$ cat config.mk
export PLATFORM = sky130hd
export DESIGN_NAME = lap_stopwatch
export DESIGN_NICKNAME = d
export VERILOG_FILES = /design/src/rtl/stopwatch_pkg.sv /design/src/rtl/seg7_decode.sv /design/src/rtl/lap_stopwatch.sv
export SDC_FILE = /design/constraint.sdc
export NUM_CORES = 1
export LEC_CHECK = 0
export CAP_MARGIN = 10
export CORE_ASPECT_RATIO = 1.2
export CORE_UTILIZATION = 39
export CTS_CLUSTER_DIAMETER = 60
export DETAILED_ROUTE_END_ITERATION = 8
export PLACE_DENSITY = 0.56
export RECOVER_POWER = 25
export SLEW_MARGIN = 20
export SYNTH_ARGS = -nofsm -noshare
export SYNTH_HDL_FRONTEND = slang
export SYNTH_SLANG_ARGS = --single-unit
$ cat constraint.sdc
create_clock -name clock -period 7.6 [get_ports clock]
set_clock_uncertainty 0.1 [all_clocks]
set_input_delay 0.76 -clock clock [delete_from_list [all_inputs] [get_ports clock]]
set_output_delay 0.76 -clock clock [all_outputs]
set_load 0.1 [all_outputs]
$ cat src/rtl/stopwatch_pkg.sv
// Shared constants for the lap stopwatch: segment patterns, dash pattern,
// per-digit BCD limits and the m:ss.t time record.
package stopwatch_pkg;

   // Segment patterns in {g,f,e,d,c,b,a} order, active-low.
   localparam logic [6:0] SEG_0    = 7'b1000000;
   localparam logic [6:0] SEG_1    = 7'b1111001;
   localparam logic [6:0] SEG_2    = 7'b0100100;
   localparam logic [6:0] SEG_3    = 7'b0110000;
   localparam logic [6:0] SEG_4    = 7'b0011001;
   localparam logic [6:0] SEG_5    = 7'b0010010;
   localparam logic [6:0] SEG_6    = 7'b0000010;
   localparam logic [6:0] SEG_7    = 7'b1111000;
   localparam logic [6:0] SEG_8    = 7'b0000000;
   localparam logic [6:0] SEG_9    = 7'b0010000;
   localparam logic [6:0] SEG_DASH = 7'b0111111;
   localparam logic [6:0] SEG_OFF  = 7'b1111111;

   // Highest value each digit reaches before wrapping: tenths, seconds,
   // tens of seconds, minutes.
   localparam logic [3:0] LIMIT_D0 = 4'd9;
   localparam logic [3:0] LIMIT_D1 = 4'd9;
   localparam logic [3:0] LIMIT_D2 = 4'd5;
   localparam logic [3:0] LIMIT_D3 = 4'd9;

   // Displayed time m:ss.t as four BCD digits.
   typedef struct packed {
      logic [3:0] d3;
      logic [3:0] d2;
      logic [3:0] d1;
      logic [3:0] d0;
   } bcd_time_t;

endpackage

$ cat src/rtl/seg7_decode.sv
// BCD digit to active-low seven-segment pattern; anything above 9 shows a dash.
module seg7_decode
   import stopwatch_pkg::*;
(
   input  logic [3:0] digit,
   output logic [6:0] seg
);

   // Pure lookup; outputs {g,f,e,d,c,b,a}.
   always_comb begin
      seg = SEG_DASH;
      case (digit)
         4'd0:    seg = SEG_0;
         4'd1:    seg = SEG_1;
         4'd2:    seg = SEG_2;
         4'd3:    seg = SEG_3;
         4'd4:    seg = SEG_4;
         4'd5:    seg = SEG_5;
         4'd6:    seg = SEG_6;
         4'd7:    seg = SEG_7;
         4'd8:    seg = SEG_8;
         4'd9:    seg = SEG_9;
         default: seg = SEG_DASH;
      endcase
   end

endmodule

$ cat src/rtl/lap_stopwatch.sv
// Tenths-resolution stopwatch (m:ss.t) with lap freeze, overflow flash and a
// multiplexed four-digit active-low seven-segment display.
module lap_stopwatch
   import stopwatch_pkg::*;
#(
   parameter int unsigned TICK_DIV     = 5000000,
   parameter int unsigned REFRESH_BITS = 18,
   parameter int unsigned FLASH_TICKS  = 5
) (
   input  logic       clock,
   input  logic       reset,
   input  logic       start_stop,
   input  logic       lap,
   input  logic       clear,
   output logic       a,
   output logic       b,
   output logic       c,
   output logic       d,
   output logic       e,
   output logic       f,
   output logic       g,
   output logic       dp,
   output logic [3:0] an,
   output logic       running,
   output logic       overflow
);

   localparam int unsigned PresWidth  = $clog2(TICK_DIV);
   localparam int unsigned FlashWidth = $clog2(FLASH_TICKS + 1);

   // Button bit order: {clear, lap, start_stop}.
   logic [2:0] btn_sync1_q, btn_sync2_q, btn_prev_q, btn_pulse_q;
   logic       ss_pulse, lap_pulse, clr_pulse;

   logic [PresWidth-1:0]    presc_q;
   logic                    tick;
   logic [REFRESH_BITS-1:0] scan_q;
   logic [FlashWidth-1:0]   flash_cnt_q;
   logic                    flash_q;

   bcd_time_t  time_q, lap_q, time_inc, shown;
   logic       time_wrap;
   logic       running_q, frozen_q, overflow_q;
   logic [1:0] sel;
   logic [3:0] digit;
   logic [6:0] seg_dec, segs;
   logic       blank;

   // Two-flop synchroniser plus registered rising-edge detect per button.
   always_ff @(posedge clock) begin
      if (reset) begin
         btn_sync1_q <= '0;
         btn_sync2_q <= '0;
         btn_prev_q  <= '0;
         btn_pulse_q <= '0;
      end else begin
         btn_sync1_q <= {clear, lap, start_stop};
         btn_sync2_q <= btn_sync1_q;
         btn_prev_q  <= btn_sync2_q;
         btn_pulse_q <= btn_sync2_q & ~btn_prev_q;
      end
   end

   assign ss_pulse  = btn_pulse_q[0];
   assign lap_pulse = btn_pulse_q[1];
   assign clr_pulse = btn_pulse_q[2];

   assign tick = (presc_q == PresWidth'(TICK_DIV - 1));

   // Free-running prescaler and display scan counter.
   always_ff @(posedge clock) begin
      if (reset) begin
         presc_q <= '0;
         scan_q  <= '0;
      end else begin
         presc_q <= tick ? '0 : presc_q + PresWidth'(1);
         scan_q  <= scan_q + REFRESH_BITS'(1);
      end
   end

   // BCD increment with ripple carry; time_wrap flags 9:59.9 -> 0:00.0.
   always_comb begin
      time_inc  = time_q;
      time_wrap = 1'b0;
      if (time_q.d0 != LIMIT_D0) begin
         time_inc.d0 = time_q.d0 + 4'd1;
      end else begin
         time_inc.d0 = '0;
         if (time_q.d1 != LIMIT_D1) begin
            time_inc.d1 = time_q.d1 + 4'd1;
         end else begin
            time_inc.d1 = '0;
            if (time_q.d2 != LIMIT_D2) begin
               time_inc.d2 = time_q.d2 + 4'd1;
            end else begin
               time_inc.d2 = '0;
               if (time_q.d3 != LIMIT_D3) begin
                  time_inc.d3 = time_q.d3 + 4'd1;
               end else begin
                  time_inc.d3 = '0;
                  time_wrap   = 1'b1;
               end
            end
         end
      end
   end

   // Control and time state; an accepted clear swallows the other pulses.
   always_ff @(posedge clock) begin
      if (reset) begin
         time_q     <= '0;
         lap_q      <= '0;
         frozen_q   <= 1'b0;
         running_q  <= 1'b0;
         overflow_q <= 1'b0;
      end else if (clr_pulse && !running_q) begin
         time_q     <= '0;
         lap_q      <= '0;
         frozen_q   <= 1'b0;
         overflow_q <= 1'b0;
      end else begin
         if (ss_pulse) begin
            running_q <= ~running_q;
         end
         // Capture uses time_q, so a coincident tick's increment is excluded.
         if (lap_pulse) begin
            if (!frozen_q) begin
               lap_q    <= time_q;
               frozen_q <= 1'b1;
            end else begin
               frozen_q <= 1'b0;
            end
         end
         if (tick && running_q) begin
            time_q <= time_inc;
            if (time_wrap) begin
               overflow_q <= 1'b1;
            end
         end
      end
   end

   // Overflow flash phase; held at rest while no overflow is pending.
   always_ff @(posedge clock) begin
      if (reset || !overflow_q) begin
         flash_cnt_q <= '0;
         flash_q     <= 1'b0;
      end else if (tick) begin
         if (flash_cnt_q == FlashWidth'(FLASH_TICKS - 1)) begin
            flash_cnt_q <= '0;
            flash_q     <= ~flash_q;
         end else begin
            flash_cnt_q <= flash_cnt_q + FlashWidth'(1);
         end
      end
   end

   assign sel   = scan_q[REFRESH_BITS-1 -: 2];
   assign shown = frozen_q ? lap_q : time_q;

   // Pick the digit for the currently scanned position.
   always_comb begin
      digit = shown.d0;
      unique case (sel)
         2'd0: digit = shown.d0;
         2'd1: digit = shown.d1;
         2'd2: digit = shown.d2;
         2'd3: digit = shown.d3;
      endcase
   end

   seg7_decode u_decode (
      .digit (digit),
      .seg   (seg_dec)
   );

   assign blank = overflow_q & flash_q;
   assign segs  = blank ? SEG_OFF : seg_dec;
   assign {g, f, e, d, c, b, a} = segs;
   // Decimal point lit after seconds (d1) and minutes (d3).
   assign dp       = blank | ~sel[0];
   assign an       = ~(4'b0001 << sel);
   assign running  = running_q;
   assign overflow = overflow_q;

endmodule

* Word-level counts from Yosys, hierarchy flattened
Memories as Yosys holds them, arrays and structs flattened.
Index checks and enable logic that the tools add are counted.
W data, S select, Z words.
** Storage, ports and cells
- Flip-flop bits (word level) :: 92
- Bits in read-only memories :: 112
- Input port bits :: 5
- Logic and storage cells :: 76
- Memories kept :: 1
** Operators by class
- $add $sub $neg :: 7
- Equal/unequal tests :: 9
- Shift-type cells :: 1
- Multiplexer cells :: 13
- Bitwise operators :: 12
- Reductions and logical operators :: 14
** Memories
- (name not given) :: depth 16, bits a word 7, read ports 1, clocked after Yosys merged registers in 0, write ports 0, line seg7_decode.sv:12 : case (digit)
** Operators with widths (number)
- $add A23 B1 Y23 const B :: 1
- $eq A23 B23 Y1 const B :: 1
- $add A18 B1 Y18 const B :: 1
- $add A4 B1 Y4 const B :: 4
- $mux W16 :: 1
- $mux W4 :: 4
- $pmux W4 S4 :: 1
- $ne A4 B4 Y1 const B :: 3
- $reduce_and A2 Y1 :: 4
- $mux W7 :: 1
- $not A1 Y1 :: 7
- $mux W1 :: 5
- $eq A2 B2 Y1 const B :: 2
- $ne A4 B3 Y1 const B :: 1
- $not A4 Y4 :: 1
- $reduce_and A4 Y1 :: 1
- $reduce_or A2 Y1 :: 2
- $shl A1 B2 Y4 const A :: 1
- $add A3 B1 Y3 const B :: 1
- $and A3 B3 Y3 :: 1
- $eq A3 B3 Y1 const B :: 1
- $mux W3 :: 1
- $not A3 Y3 :: 1
- $reduce_and A3 Y1 :: 1
- other kinds (7) :: 9

* Longest topological paths before layout
Gate-level depths: netlist of the first run.
- Depth in word-level cells :: 6
- Mapped depth :: 9
- Depth with buffers taken out :: 7

* By module
From an unflattened synthesis of the first run, not the netlist that was laid out.
** Second synthesis, totals
- Cell total of the unflattened synthesis :: 510
- Area, all modules :: 4411.7 um^2
** By module, submodules not included
- lap_stopwatch :: times used 1, cells each 479, area an instance 4171.5 um^2
- seg7_decode :: times used 1, cells each 31, area an instance 240.2 um^2

* Worst setup path before layout of the first run
No wires, ideal clock.
- Path type :: reg2out
- Start point :: register scan_q[16]
- End point :: output c
- Arrival time :: 3.912 ns
- Setup slack :: 2.828 ns
- Cell stages (with the launch flop) :: 7
- Cells stage by stage :: dfxtp_1 -> buf_2 -> mux4_2 -> mux2_2 -> nor2b_1 -> and2_1 -> o21ai_0
** Between the ends
- Cells in the longest elaborated chain, start to end :: 4
- Elaborated cells between the ends (all ways) :: 7
- Those cells by class :: eq/ne: 3; mux: 2; reduce/logical: 1; memory: 1
** Ends and longest elaborated chain
- start: declaration :: line lap_stopwatch.sv:37 : logic [REFRESH_BITS-1:0] scan_q;
- start signal: assignment :: line lap_stopwatch.sv:77 : scan_q <= scan_q + REFRESH_BITS'(1);
- $eq A2 B2 Y1, or another cell as far along :: line lap_stopwatch.sv:164 : unique case (sel)
- $pmux W4 S4 * :: line lap_stopwatch.sv:164
- $mem_v2 Z16 W7 *
- $mux W7 * :: line lap_stopwatch.sv:178 : assign segs = blank ? SEG_OFF : seg_dec;
- end: declaration :: line lap_stopwatch.sv:17 : output logic c,
Mark *: on every way between the ends. The rest lies on a longest branch, timed or not.

* Final worst setup path of the first run
- Start point :: register scan_q[16]
- End point :: output d
** Between the ends
- Cells in the longest elaborated chain, start to end :: 4
- Elaborated cells between the ends (all ways) :: 7
- Those cells by class :: eq/ne: 3; mux: 2; reduce/logical: 1; memory: 1
** Ends and longest elaborated chain
- $eq A2 B2 Y1, or another cell as far along :: line lap_stopwatch.sv:164
- $pmux W4 S4 * :: line lap_stopwatch.sv:164
- $mem_v2 Z16 W7 *
- $mux W7 * :: line lap_stopwatch.sv:178
- end: declaration :: line lap_stopwatch.sv:18 : output logic d,
Marks and branches as above.

==> impl_metrics.yaml, run 1 <==
run_status:
  status: "completed"
grt:
  gr-total-overflow: 0
  grt_pass1_vias: 3041
  antenna_found_initial: 0
  grt_pass1_wl_um: 14100
  grt_max_degree: 35
  gr-usage-all-layers_pct: 15.7
power_and_ir_drop:
  p_switching_mw: 0.201
  p_leak_nw: 1.60
  ir_worst_vdd_v: 0.000111
  powerDensity_nw_per_um2: 208
  pwr-share-seq_pct: 49.0
  power_mw: 1.00
  switching_share_pct: 20.0
  pwr-share-clk_pct: 48.8
  pwr-share-comb_pct: 2.1
  p_int_mw: 0.802
synth:
  netlist_instances: 490
  ys_warn_count: 0
  synth_top_cells_by_count: "dfxtp_1, nor2_1, nand2_1"
  seq_area_frac_synth_pct: 43.5
  synth_cell_types: 48
  synth_edf_count: 0
  yosysMostFrequentCell: "dfxtp_1"
  synthFlopType: "dfxtp_1"
  synth_seq_cells: 92
  synth.top_cell.area_share_pct: 43.5
  synthTopCellsByArea: "dfxtp_1, nor2_1, nand2_1, xor2_1, mux4_2"
  netlist_area_sq_um: 4230
  synth_top_cell_by_area: "dfxtp_1"
  syn_area_per_cell_sq_um: 8.63
  syn-num-nets: 505
  synthArstFlopShare_pct: 0
sta:
  worstMarginPinSlew_ns: 1.36
  setup_viol: 0
  rsz0062_at_grt: "false"
  fin_crit_ns: 4.60
  drv_slew: 0
  finalCritPeriodShare_pct: 60.6
  tns_ns: 0
  max-slew-margin-rel_pct: 9.25
  max_freq_mhz: 217
  hold_viol: 0
critical_path:
  critPathKind: "reg -> out"
  crit_slowest_cell: "clkdlybuf4s50_1"
  crit_family: "buffers and inverters"
  cp.required_ns: 6.74
  arrival_ns: 3.74
  startpoint_type: "register"
  path_buf_inv: 2
  end_kind: "output pin"
  crit_chain: "mux4_2 -> mux2_2 -> inv_1 -> ha_1 -> a32oi_1 -> clkdlybuf4s50_1"
  crit_fanout: 13
  cp_slowest_stage_delay_ns: 1.16
floorplanning:
  die-height_um: 116
  die_x_um: 97.1
  die_area_sq_um: 11300
  fp-row-count: 41
  io_pins: 19
  start_util_pct: 40.2
  coreArea_sq_um: 10500
worst_hold_path:
  holdCritPathClass: "reg -> reg"
cells_and_area:
  finish.net_count: 512
  area_growth_pct: 13.9
  drive_gt1_share_pct: 6.97
  diodes: 0
clocking:
  cts_root_buffer: "clkbuf_16"
  cts_sinks: 92
  post-cts-setup-buffers: 0
  cts_buffers: 9
  ctsResizeCount: 0
  postCtsHoldBufs: 0
  clk_latency_ns: 0.34
  cts_tree: "built"
  cts_buffer_depth: 2
  h-tree-depth: 3
  clkTransAtPathRegs_ns: 0.06
placed_design:
  dp_hpwl_um: 5830
  routabilityCongestion: 0.775
  portBuffers: 18
routing:
  wl_per_cell_um: 13.3
  first_pass_iters: 4
  avgViaCountPerCell: 5.12
  wirelength_um: 8410
  drcViolationCount: 0
  vias: 3231
  ant_nets: 0
  dr.first_iter.drc_count: 114
run:
  max_cap_viol_count: 0
## registers in the layout, summed over array words and instances, names as in the netlist, 16 cells and up
signal   cells
scan_q      18
time_q      16
lap_q       16
presc_q     23
## cells in the final DEF, fill, tap and decap left out, drive strengths merged, types with 14 or more instances in the layout
cell,n
dfxtp,92
nor2,61
nand2,57
a21oi,35
nand3,25
xor2,22
inv,20
xnor2,20
clkdlybuf4s50,17
nor2b,17
clkbuf,14
## final timing paths
check / start / endpoint / slack [ns] / cells after the start
worst min register to register: btn_prev_q[2] / btn_pulse_q[2] / 0.28 / 1
worst max-delay path: scan_q[16] / d / 3.00 / 6
worst min-delay path: btn_prev_q[2] / btn_pulse_q[2] / 0.28 / 1
worst max register to register: presc_q[0] / overflow / 4.70 / 6
## cell type report
class                      instances  area (sq um)
fill                            1027          5700
multi-input combinational        354          2220
sequential                        92          1840
clock buffer                      13           260
timing repair buffer              19           184
tap                              129           161
inverter                          21          78.8
clock inverter                     3          68.8
## metal layers
| layer | part of all wire, % | up-vias | routed length, um | global-route usage, % |
|---|---|---|---|---|
| met1 | 46 | 1509 | 3880 | 17.9 |
| met5 | 0 | - | 0 | 0 |
| met2 | 50 | 29 | 4240 | 28.8 |
| met4 | 1.3 | 0 | 111 | 5.97 |
| met3 | 2.2 | 7 | 185 | 3.41 |
| li1 | - | 1686 | - | - |
## through the flow
stage	hold WS [ns]	std cells	worst slack, ns	utilization [%]	area, sq um
floorplan	0.267	490	2.83	-	4230
global placement	0.272	615	3.38	42.7	4490
detailed placement	0.274	615	3.32	42.7	4490
CTS	0.284	631	2.95	45.8	4820
global route	0.294	631	2.80	45.8	4820
finish	0.281	631	3.00	45.8	4820
## logic make-up (layout without fill, tap and decap cells)
group	after synthesis	in the layout	share of synthesized area [%]
AOI/OAI and AO/OA	63	63	8.46
xor gates and xnor gates	42	42	8.70
adders and majority gates	10	10	2.96
buffers and inverters	44	56	4.02
DFF	92	92	43.5
muxes	16	16	6.24
and+or+nand+nor	223	223	26.1
## power groups by stage
stage	Clock, mW	Combinational, mW	Sequential, mW
final	0.489	0.0215	0.492
after detailed placement	0	0.0222	0.503
after CTS	0.502	0.0222	0.492
after floorplan	0	0.0155	0.503
after global placement	0	0.0221	0.503
after global routing	0.517	0.0242	0.492
Note: power is estimated with default switching activity, not from simulation.
==> run 2: changes to the inputs <==
clock period = 4.8 ns   (was 7.6 ns; I/O delays follow)
==> run 2 against run 1 <==
  * Clock-buffer cell count down 3
  * Largest power group unchanged
  * Sequential cell count stayed put
  * Worst setup slack worse by 2.3 ns
  * Critical path depth unchanged
  * Total power is 48% higher
  * First-iteration DRC count fell by 19%
  * Clock power rose by 38%
  * Register-to-register slack got worse by 2.8 ns
==> impl_metrics.yaml, run 2 (synthesis results as in run 1) <==
run_status:
  status: "completed"
clocking:
  cts_tree: "built"
  cts_root_buffer: "clkbuf_16"
  post-cts-setup-buffers: 0
  cts_sinks: 92
  postCtsHoldBufs: 0
  cts_buffers: 9
  h-tree-depth: 3
  clk_latency_ns: 0.34
  clkTransAtPathRegs_ns: 0.07
  cts_buffer_depth: 2
  ctsResizeCount: 0
routing:
  ant_nets: 0
  wl_per_cell_um: 13.3
  drcViolationCount: 0
  first_pass_iters: 4
  vias: 3243
  dr.first_iter.drc_count: 92
  avgViaCountPerCell: 5.13
  wirelength_um: 8420
critical_path:
  crit_fanout: 13
  critPathKind: "reg -> out"
  end_kind: "output pin"
  cp-startpoint: "scan_q[16]"
  r2r_start: "presc_q[0]"
  arrival_ns: 3.52
  startpoint_type: "register"
  r2r-end: "time_q[14]"
  cp.required_ns: 4.22
  reg2regPathDepth: 6
  r2r_slack_ns: 1.89
floorplanning:
  fp-row-count: 41
  die_area_sq_um: 11300
  io_pins: 19
  die_x_um: 97.1
  die-height_um: 116
  coreArea_sq_um: 10500
  start_util_pct: 40.2
sta:
  drv_slew: 0
  fin_crit_ns: 4.10
  max_freq_mhz: 244
  hold_viol: 0
  setup_viol: 0
  rsz0062_at_grt: "false"
  tns_ns: 0
  max-slew-margin-rel_pct: 8.95
  hold_ws_ns: 0.282
  finalCritPeriodShare_pct: 85.3
  worstMarginPinSlew_ns: 1.37
grt:
  grt_pass1_vias: 3170
  gr-usage-all-layers_pct: 16.2
  grt_max_degree: 32
  antenna_found_initial: 0
  gr-total-overflow: 0
  grt_pass1_wl_um: 14600
cells_and_area:
  drive_gt1_share_pct: 8.55
  top_regs: "presc_q: 23 flops, scan_q: 18 flops"
  top_register: "presc_q"
  finish.net_count: 513
  final_common_cell: "dfxtp_1"
  area_growth_pct: 12.7
  largest_reg_flops: 23
  diodes: 0
  mostFrequentLayoutCells: "dfxtp_1, nor2_1, nand2_1, a21oi_1, nand3_1"
worst_hold_path:
  holdCritPathClass: "reg -> reg"
  holdPathStages: 1
  hp-start: "btn_prev_q[2]"
  whs_endpoint: "btn_pulse_q[2]"
power_and_ir_drop:
  ir_worst_vdd_v: 0.000188
  powerDensity_nw_per_um2: 312
  p_leak_nw: 1.60
run:
  max_cap_viol_count: 0
placed_design:
  routabilityCongestion: 0.781
  portBuffers: 18
  dp_hpwl_um: 5860
## run 2: cell type report
type / count / area (sq um)
fillers: 1049 / 5750
repair buffers: 20 / 176
flip-flops and latches: 92 / 1840
clock buffers: 10 / 239
well taps: 129 / 161
multi-input cells: 354 / 2220
inverters: 21 / 78.8
clock inverters: 6 / 47.5
## run 2: stage by stage
step / cells / utilization, % / area [sq um] / total power, mW / setup WS, ns
after CTS: 632 / 45.3 / 4770 / 1.51 / 0.627
final: 632 / 45.3 / 4770 / 1.49 / 0.704
after global routing: 632 / 45.3 / 4770 / 1.55 / 0.455
after detailed placement: 616 / 42.6 / 4480 / 0.832 / 1.00
after global placement: 616 / 42.6 / 4480 / 0.832 / 1.04
after floorplan: 490 / - / 4230 / 0.821 / 0.308
## run 2: report_power, final
part / total, mW / switching, mW / leakage (nW) / internal (mW)
sequential: 0.779 / 0.00690 / 0.744 / 0.772
clock: 0.674 / 0.305 / 0.139 / 0.369
combinational: 0.0352 / 0.0230 / 0.719 / 0.0122
## run 2: worst max path at each step
stage,end,slack [ns],depth (start not counted)
global route,g,0.46,7
CTS,g,0.63,6
global placement,g,1.04,7
detailed placement,g,1.00,6
finish,g,0.70,6
floorplan,c,0.31,6
## run 2: per-layer routing
| layer | wire length, um | track usage, % | share of wire, % |
|---|---|---|---|
| met5 | 0 | 0 | 0 |
| met4 | 97 | 7.86 | 1.2 |
| met1 | 3910 | 18.6 | 46 |
| met3 | 131 | 2.81 | 1.6 |
| met2 | 4290 | 29.3 | 51 |
## run 2: worst max-delay path, cell delays in order, from the launching register on
cell and delay [ns]:
dfxtp_1 0.74, mux4_2 0.58, mux2_2 0.35, nor2_1 0.15, a21oi_1 0.05, o21ai_0 0.15, clkdlybuf4s50_1 1.15
==> patch 1, RTL diff (config.mk and constraints of run 2) <==
Set the parameter `FLASH_TICKS` to 10 (it was 5).
--- a/src/rtl/lap_stopwatch.sv
+++ b/src/rtl/lap_stopwatch.sv
@@ -6,5 +6,5 @@
    parameter int unsigned TICK_DIV     = 5000000,
    parameter int unsigned REFRESH_BITS = 18,
-   parameter int unsigned FLASH_TICKS  = 5
+   parameter int unsigned FLASH_TICKS  = 10
 ) (
    input  logic       clock,
Function: no difference found for any inputs over 10 cycles, from zero or initial values and one cycle with reset high; that may be too few to reach the edited logic, so the function may still have changed.
==> patch 1 against run 2 <==
The run now ends with design-rule violations left; worst setup slack gained 0.42 ns; non-clock buffer count is 1 lower; worst hold slack better by 0.0034 ns; die area is 2.1% higher; synthesized area up 2.1%; global-route usage fell by 0.70 points; final area increased by 1.4%; largest cell class unchanged; wire length up 0.71%; maximum frequency up 11%; power fell by 1.4%; sequential cell count is 1 higher.
==> patch 1: results (changes against run 2) <==
* Status: finished, violations left (was completed)
- Violated checks: design-rule violations
* Worst path max stage delay: 0.77 ns (was 1.15 ns)
- Reported leakage power: 1.54 nW (was 1.60 nW)
- Final routed DRC violation total: 2 (was 0)
- Number of vias per cell: 5.28 (was 5.13)
- The slew at the pin closest to its max-slew limit came to 1.34 ns (was 1.37 ns).
* Gr usage total: 15.5% (was 16.2%)
* Proportion of synthesized chip area in sequential cells: 43.1% (was 43.5%)
* Net count after synthesis: 521 (was 505)
- The sum of met2 wire segment lengths after detailed routing is 3900 µm (was 4290 µm).
- Family of cells with the greatest summed delay on the critical path: multiplexers (was buffers and inverters)
- The sum of routed wire segments on met1 is 4210 µm (was 3910 µm).
- Synth top cells by count: sky130_fd_sc_hd__dfxtp_1, sky130_fd_sc_hd__nand2_1, sky130_fd_sc_hd__nor2_1 (was sky130_fd_sc_hd__dfxtp_1, sky130_fd_sc_hd__nor2_1, sky130_fd_sc_hd__nand2_1)
- Slowest cell on the critical path: sky130_fd_sc_hd__dfxtp_1 (was sky130_fd_sc_hd__clkdlybuf4s50_1)
- # fillers: 1,065 (was 1,049)
- Reg2Reg Capture Point: time_q[11]$_SDFFE_PP0P_ (was time_q[14]$_SDFFE_PP0P_)
- Number of different library cells in the post-synthesis netlist: 37 (was 48)
- The largest net degree at the start of global routing is 37 (was 32).
- DR WL met3: 251 µm (was 131 µm)
- The initial DRC count was 204 (was 92).
- Largest cells by area after synthesis: sky130_fd_sc_hd__dfxtp_1, sky130_fd_sc_hd__xnor2_1, sky130_fd_sc_hd__nand2_1, sky130_fd_sc_hd__a21oi_1, sky130_fd_sc_hd__nor2_1 (was sky130_fd_sc_hd__dfxtp_1, sky130_fd_sc_hd__nor2_1, sky130_fd_sc_hd__nand2_1, sky130_fd_sc_hd__xor2_1, sky130_fd_sc_hd__mux4_2)
* Number of instances in the synthesized netlist: 508 (was 490)
- Arrival time reported for the critical path endpoint: 3.10 ns (was 3.52 ns)
* Final Hold Slack: 0.285 ns (was 0.282 ns)
* Routability congestion estimate from global placement: 0.776 (was 0.781)
* Layout cells sized above 1: 7.31% (was 8.55%)
- The maximum vdd ir drop was 201 µV (was 188 µV).
- Global-route wire length before repair: 14,300 µm (was 14,600 µm)
patch 1: changes by cell type in the layout (fill, tap and decap cells not counted), sizes merged, moves of 4 or more:
cell,change
a21oi,+8
clkinv,-4
nor2,-6
xor2,-12
and3,+5
nor3b,+4
nand3,-8
or3,+6
o21ai,+5
xnor2,+9
nand2,+8
patch 1: cells by family after synthesis:
logic type | Yosys count | share of synthesized area, %
AOI/OAI and AO/OA | 70 | 8.63
xor gates and xnor gates | 39 | 7.91
adders and majority gates | 8 | 2.32
buffers and inverters | 43 | 3.74
DFF | 93 | 43.1
muxes | 17 | 6.34
and+or+nand+nor | 238 | 28.0
patch 1: area by class of cell:
cell class	count	area, µm²	share of cell area [%]
multi-input combinational	372	2300	47.6
sequential	93	1860	38.5
clock buffer	11	233	4.82
timing repair buffer	19	166	3.44
tap	129	161	3.34
inverter	20	75.1	1.55
clock inverter	5	36.3	0.751
patch 1: report_power, final:
part           switching, mW  total, mW  internal, mW
Sequential           0.00581      0.786         0.780
Clock                  0.294      0.647         0.352
Combinational         0.0218     0.0334        0.0115
patch 1: worst reg2reg max path: cells and delay by family (launching register included):
family	cells	cell delay [ns]
AND/OR/NAND/NOR	4	1.98
flip-flops	1	0.36
adder cells (fa/ha/maj)	1	0.24
AO/OA/AOI/OAI	1	0.14
patch 1: how the worst max path moves through the flow:
stage                                      from  end  slack [ns]  cells past startpoint
after floorplan           scan_q[16]$_SDFF_PP0_    a       0.006                      8
after global placement    scan_q[16]$_SDFF_PP0_    d        1.47                      8
after detailed placement  scan_q[16]$_SDFF_PP0_    d        1.45                      8
after CTS                 scan_q[16]$_SDFF_PP0_    d        1.08                      8
after global routing      scan_q[16]$_SDFF_PP0_    a        0.84                      8
final                     scan_q[16]$_SDFF_PP0_    d        1.12                      8
patch 1: layer usage:
| layer | global-route usage (%) | vias up |
|---|---|---|
| met5 | 0 | - |
| li1 | - | 1754 |
| met4 | 5.76 | 0 |
| met1 | 20.2 | 1614 |
| met2 | 25.7 | 49 |
| met3 | 2.85 | 10 |
patch 1: per-stage QoR:
| stage | util (%) | std cells | instance area, µm² | setup slack, ns |
|---|---|---|---|---|
| after global placement | 42.8 | 633 | 4570 | 1.47 |
| after global routing | 45.3 | 649 | 4830 | 0.842 |
| after CTS | 45.3 | 649 | 4830 | 1.08 |
| after floorplan | - | 508 | 4320 | 0.00608 |
| final | 45.3 | 649 | 4830 | 1.12 |
| after detailed placement | 42.8 | 633 | 4570 | 1.45 |
==> patch 2, RTL diff (settings of run 2) <==
Without the edit above. Put a register stage on the output `an`. The value now appears one clock later. The other outputs are not delayed to match.
--- a/src/rtl/lap_stopwatch.sv
+++ b/src/rtl/lap_stopwatch.sv
@@ -180,5 +180,7 @@
    // Decimal point lit after seconds (d1) and minutes (d3).
    assign dp       = blank | ~sel[0];
-   assign an       = ~(4'b0001 << sel);
+   always_ff @(posedge clock) begin
+      an <= ~(4'b0001 << sel);
+   end
    assign running  = running_q;
    assign overflow = overflow_q;
Behaviour: same outputs for any inputs over 10 cycles, from zero or initial values and one cycle with reset high; that may be too few to reach the edited logic, so the function may still have changed.
==> patch 2 against run 2 <==
Clock power grew 14%; sequential share of layout area grew 0.064 points; sequential power is 4.2% higher; synthesized area rose by 3.6%; worst setup slack worse by 0.13 ns; power is 8.5% higher; critical path depth rose by 1; final area is 4.2% higher; maximum frequency shrank 3.0%; wire length decreased by 3.0%; sequential cell count is 4 higher.
==> patch 2: results (changes against run 2) <==
- Status: completed (unchanged)
* Final Hold Slack: 0.280 ns (was 0.282 ns)
- Number of vias per cell: 5.12 (was 5.13)
- The sequential group power was 0.812 mW (was 0.779 mW).
- Layout cells sized above 1: 9.11% (was 8.55%)
- The worst slew margin relative to its limit is 3.02% (was 8.95%).
- Worst min-delay path startpoint: btn_prev_q[0]$_SDFF_PP0_ (was btn_prev_q[2]$_SDFF_PP0_)
- The register area share after synthesis came to 43.8% (was 43.5%).
- The cell area after placement came to 0.00462 mm² (was 0.00448 mm²).
* Maximum number of pins on one net before global-route repair: 33 (was 32)
- Last element of the critical path: f (was g)
- Largest driver fanout on the critical path: 15 (was 13)
- The final estimated routing congestion in global placement is 0.815 (was 0.781).
* Met3 routing resource usage after global routing: 2.96% (was 2.81%)
* Gr usage total: 15.3% (was 16.2%)
* Global-route wire length before repair: 14,100 µm (was 14,600 µm)
* Post-detail-place hpwl: 5800 µm (was 5860 µm)
- The post-layout total power was 1.61 mW (was 1.49 mW).
* Post-route met1 wirelength: 3860 µm (was 3910 µm)
- Met2 Track Usage GR: 24.9% (was 29.3%)
- Power in the clock group: 0.765 mW (was 0.674 mW)
- Pre-CTS setup slack: 0.876 ns (was 1.00 ns)
- Worst setup slack for register-to-register paths: 2.23 ns (was 1.89 ns)
* DR iter-0 viols: 125 (was 92)
- The number of filler cells placed in the layout was 1,038 (was 1,049).
- Maximum vdd ir drop: 177 µV (was 188 µV)
## patch 2: area by class of cell
type                       count  area [µm²]  share of cell area [%]
clock buffer                   9         225                    4.54
inverter                      17        63.8                    1.29
clock inverter                 7        96.3                    1.94
sequential                    96        1920                    38.7
tap                          132         165                    3.33
multi-input combinational    356        2290                    46.2
timing repair buffer          20         199                    4.01
## patch 2: logic make-up after synthesis
kind of cell	Yosys count	share of synthesized area, %
simple gates	227	26.5
fa+ha+maj	10	2.85
compound gates	61	8.31
buf+inv	38	3.88
flops	96	43.8
mux	14	5.82
xor+xnor	44	8.79
## patch 2: critical path: stages, from the launching register on
cell and delay (ns):
sky130_fd_sc_hd__dfxtp_1 0.79, sky130_fd_sc_hd__mux4_2 0.58, sky130_fd_sc_hd__mux2i_1 0.31, sky130_fd_sc_hd__inv_1 0.15, sky130_fd_sc_hd__ha_1 0.22, sky130_fd_sc_hd__a211oi_1 0.20
sky130_fd_sc_hd__o21ai_1 0.08, sky130_fd_sc_hd__clkdlybuf4s50_1 0.97
